--- config.mk ---
export PLATFORM = sky130hd
export DESIGN_NAME = logic_pipe_flat
export DESIGN_NICKNAME = d
export VERILOG_FILES = /design/src/rtl/logic_pipe_if.sv /design/src/rtl/logic_pipe.sv /design/src/flat_wrapper.sv
export SDC_FILE = /design/constraint.sdc
export NUM_CORES = 1
export LEC_CHECK = 0
export ABC_CLOCK_PERIOD_IN_PS = 2200
export CAP_MARGIN = 5
export CORE_ASPECT_RATIO = 1.25
export CORE_MARGIN = 1
export CORE_UTILIZATION = 55
export CTS_BUF_LIST = sky130_fd_sc_hd__clkbuf_2 sky130_fd_sc_hd__clkbuf_4 sky130_fd_sc_hd__clkbuf_8
export CTS_CLUSTER_DIAMETER = 150
export DETAILED_ROUTE_END_ITERATION = 7
export PLACE_DENSITY = 0.83
export RECOVER_POWER = 100
export SLEW_MARGIN = 40
export SYNTH_ARGS = -nofsm -noshare
export SYNTH_HDL_FRONTEND = slang
export SYNTH_SLANG_ARGS = --single-unit
--- constraint.sdc ---
create_clock -name clk -period 2.2 [get_ports clk]
set_clock_uncertainty 0.05 [all_clocks]
set_input_delay 0.44 -clock clk [delete_from_list [all_inputs] [get_ports clk]]
set_output_delay 0.44 -clock clk [all_outputs]
set_load 0.05 [all_outputs]
--- src/rtl/logic_pipe_if.sv ---
// logic_pipe_if
//   Handshake bundle between an operand source, the logic_pipe unit and a
//   result consumer.
//   Operand side : in_valid, in_ready, a, b, op
//   Result side  : out_valid, out_ready, out, zr, ng
//   master : the source/consumer side (drives operands, accepts results)
//   slave  : the logic_pipe unit itself
interface logic_pipe_if #(
    parameter int WIDTH = 16
);
    logic             in_valid;
    logic             in_ready;
    logic [WIDTH-1:0] a;
    logic [WIDTH-1:0] b;
    logic [2:0]       op;
    logic             out_valid;
    logic             out_ready;
    logic [WIDTH-1:0] out;
    logic             zr;
    logic             ng;

    modport master (
        output in_valid, a, b, op, out_ready,
        input  in_ready, out_valid, out, zr, ng
    );

    modport slave (
        input  in_valid, a, b, op, out_ready,
        output in_ready, out_valid, out, zr, ng
    );
endinterface

--- src/rtl/logic_pipe.sv ---
// logic_pipe
//   Pipelined WIDTH-bit bitwise logic unit with Hack-style zr/ng flags.
//   The result of (a op b) is computed at the input, tagged with its flags and
//   carried through STAGES valid/ready register stages. Empty stages collapse,
//   so up to STAGES results can be held while the consumer stalls.
//   Ports:
//     clk   : system clock, rising edge
//     rst_n : asynchronous active-low reset (clears all stages and outputs)
//     bus   : logic_pipe_if slave modport
//             in_valid/in_ready/a/b/op  operand transfer
//             out_valid/out_ready/out/zr/ng  result transfer
//   op: 000 and, 001 or, 010 xor, 011 nand, 100 nor, 101 xnor, 110 not a, 111 a
module logic_pipe #(
    parameter int WIDTH  = 16,
    parameter int STAGES = 2
) (
    input  logic        clk,
    input  logic        rst_n,
    logic_pipe_if.slave bus
);

    if (WIDTH < 1) begin : g_bad_width
        $error("logic_pipe: WIDTH must be >= 1");
    end

    if (STAGES < 1) begin : g_bad_stages
        $error("logic_pipe: STAGES must be >= 1");
    end

    function automatic logic [WIDTH-1:0] apply_op(
        input logic [WIDTH-1:0] x,
        input logic [WIDTH-1:0] y,
        input logic [2:0]       sel
    );
        logic [WIDTH-1:0] r;
        r = x;
        case (sel)
            3'b000:  r = x & y;
            3'b001:  r = x | y;
            3'b010:  r = x ^ y;
            3'b011:  r = ~(x & y);
            3'b100:  r = ~(x | y);
            3'b101:  r = ~(x ^ y);
            3'b110:  r = ~x;
            3'b111:  r = x;
            default: r = x;
        endcase
        return r;
    endfunction

    function automatic logic zero_flag(input logic [WIDTH-1:0] x);
        return (x == {WIDTH{1'b0}});
    endfunction

    function automatic logic sign_flag(input logic [WIDTH-1:0] x);
        return x[WIDTH-1];
    endfunction

    logic [WIDTH-1:0]  result_s;
    logic [STAGES-1:0] load_s;
    logic [STAGES-1:0] adv_s;
    logic [STAGES-1:0] valid_r;
    logic [STAGES-1:0] zr_r;
    logic [STAGES-1:0] ng_r;
    logic [WIDTH-1:0]  data_r [STAGES];

    // Combinational result of the offered operands.
    always_comb begin
        result_s = apply_op(bus.a, bus.b, bus.op);
    end

    // Backward ready chain: a stage advances when its successor loads, and
    // loads when it is empty or advancing. Built from the output end inward.
    always_comb begin
        adv_s  = {STAGES{1'b0}};
        load_s = {STAGES{1'b0}};
        adv_s[STAGES-1]  = valid_r[STAGES-1] & bus.out_ready;
        load_s[STAGES-1] = ~valid_r[STAGES-1] | adv_s[STAGES-1];
        for (int i = STAGES - 2; i >= 0; i--) begin
            adv_s[i]  = valid_r[i] & load_s[i+1];
            load_s[i] = ~valid_r[i] | adv_s[i];
        end
    end

    // Stage registers. An invalid entry always carries zero data and flags,
    // so nothing undefined on a/b/op can reach the outputs.
    always_ff @(posedge clk or negedge rst_n) begin
        if (!rst_n) begin
            valid_r <= {STAGES{1'b0}};
            zr_r    <= {STAGES{1'b0}};
            ng_r    <= {STAGES{1'b0}};
            for (int i = 0; i < STAGES; i++) begin
                data_r[i] <= {WIDTH{1'b0}};
            end
        end else begin
            if (load_s[0]) begin
                valid_r[0] <= bus.in_valid;
                data_r[0]  <= bus.in_valid ? result_s : {WIDTH{1'b0}};
                zr_r[0]    <= bus.in_valid & zero_flag(result_s);
                ng_r[0]    <= bus.in_valid & sign_flag(result_s);
            end
            for (int i = 1; i < STAGES; i++) begin
                if (load_s[i]) begin
                    valid_r[i] <= valid_r[i-1];
                    data_r[i]  <= data_r[i-1];
                    zr_r[i]    <= zr_r[i-1];
                    ng_r[i]    <= ng_r[i-1];
                end
            end
        end
    end

    assign bus.in_ready  = load_s[0];
    assign bus.out_valid = valid_r[STAGES-1];
    assign bus.out       = data_r[STAGES-1];
    assign bus.zr        = zr_r[STAGES-1];
    assign bus.ng        = ng_r[STAGES-1];

endmodule

--- src/flat_wrapper.sv ---
// flat-port wrapper written by rule: the top's interface ports become plain ports
module logic_pipe_flat 
#(
    parameter int WIDTH  = 16,
    parameter int STAGES = 2
)
  (clk, rst_n, bus_in_valid, bus_a, bus_b, bus_op, bus_out_ready, bus_in_ready, bus_out_valid, bus_out, bus_zr, bus_ng);
  logic_pipe_if #(.WIDTH(WIDTH)) bus_i ();
  input  logic clk;
  input  logic rst_n;
  input wire logic [$bits(bus_i.in_valid)-1:0] bus_in_valid;
  input wire logic [$bits(bus_i.a)-1:0] bus_a;
  input wire logic [$bits(bus_i.b)-1:0] bus_b;
  input wire logic [$bits(bus_i.op)-1:0] bus_op;
  input wire logic [$bits(bus_i.out_ready)-1:0] bus_out_ready;
  output wire logic [$bits(bus_i.in_ready)-1:0] bus_in_ready;
  output wire logic [$bits(bus_i.out_valid)-1:0] bus_out_valid;
  output wire logic [$bits(bus_i.out)-1:0] bus_out;
  output wire logic [$bits(bus_i.zr)-1:0] bus_zr;
  output wire logic [$bits(bus_i.ng)-1:0] bus_ng;
  assign bus_i.in_valid = bus_in_valid;
  assign bus_i.a = bus_a;
  assign bus_i.b = bus_b;
  assign bus_i.op = bus_op;
  assign bus_i.out_ready = bus_out_ready;
  assign bus_in_ready = bus_i.in_ready;
  assign bus_out_valid = bus_i.out_valid;
  assign bus_out = bus_i.out;
  assign bus_zr = bus_i.zr;
  assign bus_ng = bus_i.ng;
  logic_pipe #(.WIDTH(WIDTH), .STAGES(STAGES)) u_core (.clk(clk), .rst_n(rst_n), .bus(bus_i));
endmodule
==> results of run 1 <==
-- how the worst min path moves through the flow --
stage	start	to	slack, ns	cells after the start
3_5_place_dp	u_core.valid_r[0]	u_core.valid_r[1]	0.39	2
6_report	u_core.valid_r[0]	u_core.valid_r[1]	0.40	2
4_1_cts	u_core.valid_r[0]	u_core.valid_r[1]	0.40	2
2_1_floorplan	rst_n	u_core.bus.out[0]	0.09	0
5_1_grt	u_core.bus.out[5]	u_core.bus.out[5]	0.43	2
3_3_place_gp	u_core.valid_r[0]	u_core.valid_r[1]	0.38	2
-- sequential cells by signal, indices dropped and copies added (netlist names) --
register / cells
u_core.bus.out: 15
u_core.data_r: 16
u_core.ng_r: 1
u_core.valid_r: 2
u_core.zr_r: 2
-- cells in the mapped netlist (2+ instances only) --
cell      count  area share
o22a_1        5       0.014
o22ai_1       3      0.0059
a221oi_1      2      0.0055
nand4_1       2      0.0039
o21ai_0      14       0.022
nand2_1      65       0.076
buf_2        10       0.016
nand2b_1     17       0.033
dfrtp_1      36        0.28
a211oi_1      7       0.016
a22o_1       11       0.030
a21oi_1      22       0.034
a22oi_1       4      0.0094
a21o_1        2      0.0047
nor2b_1       6       0.012
buf_6         5       0.018
xnor2_1       3      0.0082
o32ai_1       6       0.016
mux2i_1       6       0.019
mux2_2        6       0.021
a31oi_1       3      0.0059
buf_4        17       0.040
clkbuf_1      9       0.011
nor4_1        2      0.0039
o32a_1        4       0.013
ha_1         32        0.13
o211ai_1      6       0.014
nor2_1       16       0.019
inv_1        37       0.043
-- cell type report --
type | count | area, µm²
Clock buffer | 6 | 76.3
Inverter | 38 | 143
Clock inverter | 1 | 5.00
Fill cell | 290 | 817
Sequential cell | 36 | 902
Multi-Input combinational cell | 272 | 2210
Timing Repair Buffer | 148 | 1280
Tap cell | 64 | 80.1
-- per-stage QoR --
step / hold slack [ns] / worst slack (ns) / total power, W / instance area [µm²]
finish: 0.399 / -0.148 / 0.00233 / 4700
global route: 0.431 / -0.193 / 0.00245 / 4700
CTS: 0.401 / 0.00835 / 0.00223 / 4450
detailed placement: 0.386 / -0.595 / 0.00176 / 4240
global placement: 0.379 / -0.459 / 0.00172 / 4230
floorplan: 0.0944 / 0.109 / 0.00141 / 3200
-- per-layer routing --
layer / vias to the layer above / part of all wire
li1: 1567 / -
met1: 1603 / 0.37
met2: 182 / 0.53
met3: 38 / 0.061
met4: 0 / 0.039
met5: - / 0
-- power by group through the flow --
stage	clock (W)	combinational (W)	sequential [W]
after floorplan	0	0.000605	0.000802
after global placement	0	0.000922	0.000797
after detailed placement	0	0.000956	0.000802
after CTS	0.000441	0.000995	0.000790
after global routing	0.000472	0.00118	0.000800
final	0.000439	0.00111	0.000789
-- what timing repair did --
| item | in CTS | in global routing |
|---|---|---|
| pin swaps | 17 | 23 |
| endpoints found under the setup margin | 7 | 3 |
| cloned | 0 | 0 |
| gates resized for setup | 37 | 54 |
| setup buffers | 3 | 5 |
-- kinds of logic after synthesis --
logic type | Yosys count | share of synthesized area
adders and majority gates | 32 | 0.125
and+or+nand+nor | 118 | 0.168
xor gates and xnor gates | 3 | 0.00822
DFF | 36 | 0.282
muxes | 13 | 0.0470
buffers and inverters | 80 | 0.130
AOI/OAI and AO/OA | 106 | 0.240
-- critical path, delay by kind of cell --
kind | cells | cell delay, ns
buffers and inverters | 3 | 0.71
and+or+nand+nor | 3 | 0.77
AOI/OAI and AO/OA | 4 | 0.57
==> metrics.md, run 1 <==
| Metric | Value |
|---|---|
| Area of the die | ~0.006 mm² |
| Count of flip-flops with a built-in enable after synthesis | 0 |
| Highest-delay cell along the critical path | nor4_2 |
| Clock insertion delay at the later pin of the skew report | between 0.2 and 0.3 ns |
| Syn_area_per_cell | between 8 and 9 µm² |
| Number of design-rule violations left by the first detailed-router iteration | about 190 |
| VDD IR max | roughly 240 µV |
| Clock network fraction of design power | 0.188 |
| Fraction of layout instances using a drive strength above 1 | 0.327 |
| Number of violations of the max-capacitance limit | 0 |
| Cells along the critical path | clkdlybuf4s15_1, buf_4, nor2b_1, buf_4, o21ai_0, o211ai_1, a21oi_2, nor4_2, nand4_1, o21ai_2 |
| Met3 capacity usage during global routing | 0.0498 |
| Worst relative slew slack | 0.441 |
| Final period util | 1.07 |
| Critical path start-end classification | input port to register |
| Sequential cell area fraction in the yosys report | 0.282 |
| CP Max Fanout | 8 |
| Pin count of the biggest net entering global routing | 37 |
| Sum of net half-perimeters after detailed placement | between 6000 and 7000 µm |
| Int Power | roughly 0.0015 W |
| CTS tree | done |
| Power density relative to cell area | between 400 and 500 mW/mm² |
| Antenna Diode Count | 0 |
| Violations in the final reports | negative setup slack |
| Total number of placement rows | 30 |
| Busiest layer in global routing | met2 |
| Per-cell via count in the routed design | 6.00 |
| Reg-to-Reg Start | u_core.valid_r[1] |
| Most prevalent standard cell on the critical path | buf_4 |
| Total number of yosys warnings | 0 |
| TritonCTS buffer count | 5 |
| Post-DRT Antenna Nets | 0 |
| Wire length after detailed routing | 9660 µm |
| Post-synth net total | around 460 |
| Capturing point of the worst reg2reg path | u_core.zr_r[0] |
| H-Tree Level Count | 2 |
| Flip-flop and latch count after synthesis | 36 |
| Core area | between 0.005 and 0.006 mm² |
| Number of buffers on the longest clock path | 2 |
| Buffer cell driving the clock tree root | clkbuf_8 |
| Final GP Congestion | roughly 0.83 |
| Number of cells on the worst reg-to-reg path | 6 |
| Outcome | finished, violations left |
| Area added between synthesis and finish | 47.0% |
| Total gr overflow | 0 |
| Share of the core filled with cells in the final layout | 0.852 |
| Leakage dissipation | approximately 2.3 nW |
| Required time at the endpoint of the critical path | between 2 and 2.5 ns |
| X dimension of the die | 70.2 µm |
| GR Layer Usage met1 | 0.314 |
| IO buf count | 58 |
| Total vias in the final route | ~3400 |
| Wire per inst | about 17 µm |
| Number of endpoints failing setup at the final stage | 1 |
| Finished Layout Cells | 565 |
| Power share of the sequential group | 0.338 |
| Clock period minus worst slack | 2.35 ns |
| Launch point of the worst path | bus_op[1] |
| Number of global-route vias before repair | 3117 |
| Sw Ratio | 0.370 |
| Worst-path clk slew | around 0.070 ns |
| Worst setup EP type | register |
| Fmax achieved | between 0.4 and 0.5 GHz |
| Distinct cell type count after synthesis | slightly below 60 |
| Number of nets in the layout | 572 |
| Type of origin of the critical path | input port |
| Commonest cells after routing, fill and taps aside | buf_4 (85), nand2_1 (65), clkdlybuf4s50_1 (35), dfrtp_1 (35), inv_1 (28) |
| Final slew viol count | 0 |
| Crit path arrival time | around 2.5 ns |
| Post-CTS Hold Buffers | 0 |
| Sw power | ~0.00086 W |
| Worst slew pin tran | 0.839 ns |
| Global routing usage on met2 | 0.538 |
| DRT Pass-1 Iters | 5 |
| Initial core utilization | 0.579 |
| Leading cell type in the layout, fill and taps excluded | buf_4 |
| Worst setup path end | u_core.zr_r[0] |
| First-pass GRT wire length | about 14000 µm |
| Setup_tns | -0.148 ns |
| Clock sinks | 36 |
| Hold violation count in the final report | 0 |
| Post-placement cell count | between 500 and 600 |
| Total routing resource utilization after global routing | 0.291 |
| Reg2Reg Setup Slack | between 0.5 and 0.6 ns |
| Worst path max stage delay | 0.35 ns |
| Count of pins on the block boundary | just under 60 |
| Count of unresolved DRC violations after routing | 0 |
| Number of standard cells after synthesis | a little under 400 |
| Die outline height | a little under 90 µm |
| Post-Synthesis Cell Area | about 0.0032 mm² |
| Fraction of registers with async set or reset after synthesis | 1.00 |
| Most frequently used flop master after synthesis | dfrtp_1 |
| Logic gate share of total power | 0.474 |
| Post-route setup slack | -0.148 ns |
| Antenna violations before repair | 0 |
| Kind of path behind the tightest hold check | register to register |
(Power assumes the default switching activity.)
==> run 2: changes to the inputs <==
Settings changed: SKIP_CTS_REPAIR_TIMING set to 1.
==> metrics.md, run 2 (synthesized netlist as in run 1, its figures left out) <==
| Metric | Value |
|---|---|
| Outcome | finished, violations left |
| Antenna Diode Count | 0 |
| Area of the die | ~0.0061 mm² |
| Number of nets in the layout | 570 |
| Power density relative to cell area | between 400 and 500 mW/mm² |
| Per-cell via count in the routed design | between 5 and 6 |
| CTS tree | done |
| Reg-to-Reg Start | u_core.valid_r[1] |
| Total gr overflow | 0 |
| Wire per inst | approximately 17 µm |
| DRT Pass-1 Iters | 7 |
| Crit path arrival time | between 2 and 2.5 ns |
| CP Max Fanout | 2 |
| Clock period minus worst slack | approximately 2.3 ns |
| H-Tree Level Count | 2 |
| Number of violations of the max-capacitance limit | 0 |
| Leading cell type in the layout, fill and taps excluded | buf_4 |
| Die outline height | between 80 and 90 µm |
| Buffer cell driving the clock tree root | clkbuf_8 |
| Final slew viol count | 0 |
| Total routing resource utilization after global routing | 0.269 |
| Count of pins on the block boundary | 59 |
| Final GP Congestion | 0.825 |
| Total vias in the final route | 3368 |
| Hold path startpoint | u_core.valid_r[0] |
| Number of endpoints failing setup at the final stage | 3 |
| Count of unresolved DRC violations after routing | 0 |
| Number of global-route vias before repair | 2977 |
| Antenna violations before repair | 0 |
| Number of design-rule violations left by the first detailed-router iteration | 132 |
| IO buf count | 58 |
| Leakage dissipation | 2.41 nW |
| Hold path depth | 2 |
| Worst-path clk slew | 0.07 ns |
| Clock insertion delay at the later pin of the skew report | around 0.28 ns |
| First-pass GRT wire length | approximately 13000 µm |
| Violations in the final reports | negative setup slack |
| Critical path start-end classification | input port to register |
| Worst relative slew slack | 0.443 |
| X dimension of the die | ~70 µm |
| Global routing usage on met2 | 0.501 |
| Pin count of the biggest net entering global routing | 37 |
| Core area | 0.00552 mm² |
| Max FFs per register | 16 |
| GR Layer Usage met1 | 0.306 |
| Finished Layout Cells | around 560 |
| Worst setup EP type | register |
| Fmax achieved | 0.442 GHz |
| Hold violation count in the final report | 0 |
| Sum of net half-perimeters after detailed placement | 6320 µm |
| Kind of path behind the tightest hold check | register to register |
| Hold slack | between 0.3 and 0.4 ns |
| Met3 capacity usage during global routing | 0.0463 |
| Area added between synthesis and finish | 46.6% |
| Initial core utilization | 0.579 |
| Worst slew pin tran | about 0.84 ns |
| Number of cells on the worst reg-to-reg path | 6 |
| Final period util | 1.03 |
| Reg2Reg Setup Slack | around 0.57 ns |
| TritonCTS buffer count | 5 |
| Type of origin of the critical path | input port |
| Wire length after detailed routing | 9530 µm |
| Commonest cells after routing, fill and taps aside | buf_4 (82), nand2_1 (65), dfrtp_1 (35) |
| Post-DRT Antenna Nets | 0 |
| Post-route setup slack | -0.0636 ns |
| Register area | roughly 900 µm² |
| Clock sinks | 36 |
| Busiest layer in global routing | met2 |
| Total number of placement rows | 30 |
| Filler cells | about 300 |
| Number of buffers on the longest clock path | 2 |
| Register bank with the most flops | u_core.data_r |
| Hold Path End | u_core.valid_r[1] |
| Post-placement cell count | 551 |
| Fraction of layout instances using a drive strength above 1 | 0.323 |
| VDD IR max | between 200 and 250 µV |
| Multi-input combinational cell area | about 0.0022 mm² |
| Capturing point of the worst reg2reg path | u_core.zr_r[0] |
| Required time at the endpoint of the critical path | around 2.3 ns |
-- run 2: cell count changes in the layout (fill, tap and decap cells not counted), moves of 2 or more --
cell             before  now
clkdlybuf4s15_1       2    0
inv_2                10   15
dlygate4sd2_1         5    0
inv_1                28   23
clkbuf_2              4    2
dlygate4sd3_1         2   21
nand2b_1             16   14
dlymetal6s2s_1       10   20
buf_4                85   82
o21ai_2               4    2
clkdlybuf4s50_1      35   15
-- run 2: how the worst max path moves through the flow --
stage	end	slack, ns	from	depth (start not counted)
after floorplan	u_core.data_r[16]	0.11	u_core.valid_r[1]	7
after global placement	u_core.zr_r[0]	-0.46	bus_a[13]	9
after CTS	u_core.zr_r[0]	-0.30	bus_a[13]	9
after global routing	u_core.zr_r[0]	-0.22	bus_a[11]	8
after detailed placement	u_core.zr_r[0]	-0.60	bus_a[13]	9
final	u_core.zr_r[0]	-0.06	bus_a[11]	8
-- run 2: through the flow --
stage                     setup WS (ns)   util  cell area [µm²]  total power (W)  TNS (ns)
after global placement           -0.459  0.767             4230          0.00172     -3.87
after floorplan                   0.109      -             3200          0.00141         0
after detailed placement         -0.595  0.768             4240          0.00176     -4.71
after global routing             -0.218  0.849             4690          0.00241    -0.508
after CTS                        -0.305  0.782             4320          0.00219    -0.574
final                           -0.0636  0.849             4690          0.00229    -0.130
-- run 2: layout make-up --
type | instances | share of cell area
multi-input combinational | 272 | 0.464
timing repair buffer | 146 | 0.279
sequential | 36 | 0.192
tap | 64 | 0.0171
clock inverter | 1 | 0.00107
inverter | 38 | 0.0304
clock buffer | 6 | 0.0163
-- run 2: worst max-delay path, cell delays in order --
cell and delay (ns):
clkdlybuf4s50_1 0.53, inv_1 0.09, ha_1 0.31, o32ai_1 0.52, o22a_1 0.22, o32ai_2 0.10
nand4_1 0.11, o21ai_1 0.06
-- run 2: layer usage --
| layer | up-vias | part of all wire |
|---|---|---|
| li1 | 1562 | - |
| met4 | 0 | 0.038 |
| met1 | 1599 | 0.37 |
| met5 | - | 0 |
| met3 | 39 | 0.053 |
| met2 | 168 | 0.54 |
-- run 2: where the power goes --
group,switching (W),leakage (nW),internal [W]
clock network,0.000211,0.0445,0.000227
registers,0.0000432,0.465,0.000744
logic,0.000591,1.90,0.000474
==> run 3: changes to the inputs <==
--- a/config.mk
+++ b/config.mk
@@ -14,4 +14,5 @@
 export CTS_CLUSTER_DIAMETER = 150
 export DETAILED_ROUTE_END_ITERATION = 7
+export GPL_ROUTABILITY_DRIVEN = 0
 export PLACE_DENSITY = 0.83
 export RECOVER_POWER = 100
--- a/constraint.sdc
+++ b/constraint.sdc
@@ -3,3 +3,3 @@
 set_input_delay 0.44 -clock clk [delete_from_list [all_inputs] [get_ports clk]]
 set_output_delay 0.44 -clock clk [all_outputs]
-set_load 0.05 [all_outputs]
+set_load 0.1 [all_outputs]
==> metrics.md, run 3 (synthesized netlist as in run 1, its figures left out) <==
| Metric | Value |
|---|---|
| Number of design-rule violations left by the first detailed-router iteration | 185 |
| Count of pins on the block boundary | between 50 and 60 |
| Count of unresolved DRC violations after routing | 0 |
| Critical path start-end classification | input port to register |
| Antenna Diode Count | 0 |
| Required time at the endpoint of the critical path | about 2.4 ns |
| Fmax achieved | between 0.4 and 0.5 GHz |
| Worst relative slew slack | 0.445 |
| Finished Layout Cells | 568 |
| Hold violation count in the final report | 0 |
| Final slew viol count | 0 |
| Sum of net half-perimeters after detailed placement | 6270 µm |
| Wire length after detailed routing | approximately 9500 µm |
| Worst-path clk slew | 0.07 ns |
| Total gr overflow | 0 |
| Type of origin of the critical path | input port |
| Clock sinks | 36 |
| CP Max Fanout | 3 |
| Pin count of the biggest net entering global routing | 37 |
| Wire per inst | ~17 µm |
| TritonCTS buffer count | 5 |
| Post-DRT Antenna Nets | 0 |
| Power density relative to cell area | approximately 570 mW/mm² |
| Number of endpoints failing setup at the final stage | 0 |
| VDD IR max | around 360 µV |
| Area added between synthesis and finish | 45.4% |
| Number of violations of the max-capacitance limit | 0 |
| Number of global-route vias before repair | 3124 |
| Worst slew pin tran | 0.833 ns |
| Register bank with the most flops | u_core.data_r |
| H-Tree Level Count | 2 |
| Antenna violations before repair | 0 |
| IO buf count | 58 |
| Fraction of layout instances using a drive strength above 1 | 0.349 |
| Max FFs per register | 16 |
| Initial core utilization | 0.579 |
| DRT Pass-1 Iters | 5 |
| Area of the die | 0.00612 mm² |
| Total routing resource utilization after global routing | 0.272 |
| Commonest cells after routing, fill and taps aside | buf_4 (79), nand2_1 (65), dfrtp_1 (35) |
| Crit path arrival time | about 2.3 ns |
| Core area | approximately 0.0055 mm² |
| Share of the core filled with cells in the final layout | 0.842 |
| Outcome | finished, final reports clean |
| First-pass GRT wire length | ~13000 µm |
| Total vias in the final route | roughly 3400 |
| Buffer cell driving the clock tree root | clkbuf_8 |
| Leakage dissipation | approximately 2.4 nW |
| Number of buffers on the longest clock path | 2 |
| Post-placement cell count | 554 |
| Total number of placement rows | 30 |
| Power, Total | 0.00263 W |
| Clock insertion delay at the later pin of the skew report | roughly 0.29 ns |
| Worst setup EP type | register |
| Per-cell via count in the routed design | around 6 |
| Die outline height | between 80 and 90 µm |
| Leading cell type in the layout, fill and taps excluded | buf_4 |
| Final period util | 0.981 |
| Kind of path behind the tightest hold check | register to register |
| CTS tree | done |
| Number of nets in the layout | between 500 and 600 |
| Hold slack | around 0.42 ns |
| X dimension of the die | 70.2 µm |
| Clock period minus worst slack | 2.16 ns |
## run 3: cell types whose count changed in the layout (fill, tap and decap cells not counted), sizes merged
cell / previous run / this run
clkinv: 1 / 0
bufinv: 0 / 1
clkinvlp: 0 / 1
dlymetal6s2s: 20 / 14
clkdlybuf4s50: 15 / 23
clkbuf: 9 / 30
inv: 38 / 37
dlygate4sd3: 21 / 1
buf: 87 / 89
## run 3: routing by layer
layer  part of all wire  vias up  track usage
met2               0.53      173        0.513
met3              0.054       36       0.0359
met5                  0        -            0
met4              0.036        0        0.113
met1               0.38     1611        0.306
li1                   -     1572            -
## run 3: stage by stage
step                      TNS [ns]  area, µm²  setup WS [ns]
after global routing       -0.0816       4650        -0.0816
after CTS                   -0.275       4350         -0.217
after floorplan              -1.46       3230         -0.140
final                            0       4650         0.0413
after detailed placement     -4.15       4220         -0.506
after global placement       -3.64       4220         -0.446
## run 3: critical path: stages
cell	delay, ns
clkdlybuf4s50_1	0.48
inv_1	0.07
ha_4	0.25
a211oi_2	0.23
a31oi_1	0.09
a21oi_1	0.20
a211oi_2	0.10
nor4_2	0.18
nand4_1	0.14
o21ai_1	0.15
## run 3: power breakdown
| part | switching, W | leakage (nW) | internal, W |
|---|---|---|---|
| Sequential | 0.0000462 | 0.465 | 0.000744 |
| Combinational | 0.000779 | 1.83 | 0.000448 |
| Clock | 0.000219 | 0.0645 | 0.000399 |
## run 3: worst paths after layout
check	to	cells past startpoint	slack [ns]	startpoint
worst max register to register	u_core.zr_r[0]	6	0.50	u_core.valid_r[1]
min in group asynchronous	u_core.bus.out[1]	2	0.73	rst_n
worst max-delay path	u_core.zr_r[0]	10	0.04	bus_b[14]
max in group asynchronous	u_core.valid_r[1]	2	0.77	rst_n
worst min-delay path	u_core.bus.out[4]	2	0.42	u_core.data_r[20]
worst min register to register	u_core.bus.out[4]	2	0.42	u_core.data_r[20]
## run 3: layout make-up
cell class	instances	area [µm²]
fill	283	870
timing repair buffer	150	1240
tap	64	80.1
multi-input combinational	272	2150
clock buffer	7	96.3
inverter	38	146
clock inverter	1	30.0
sequential	36	905
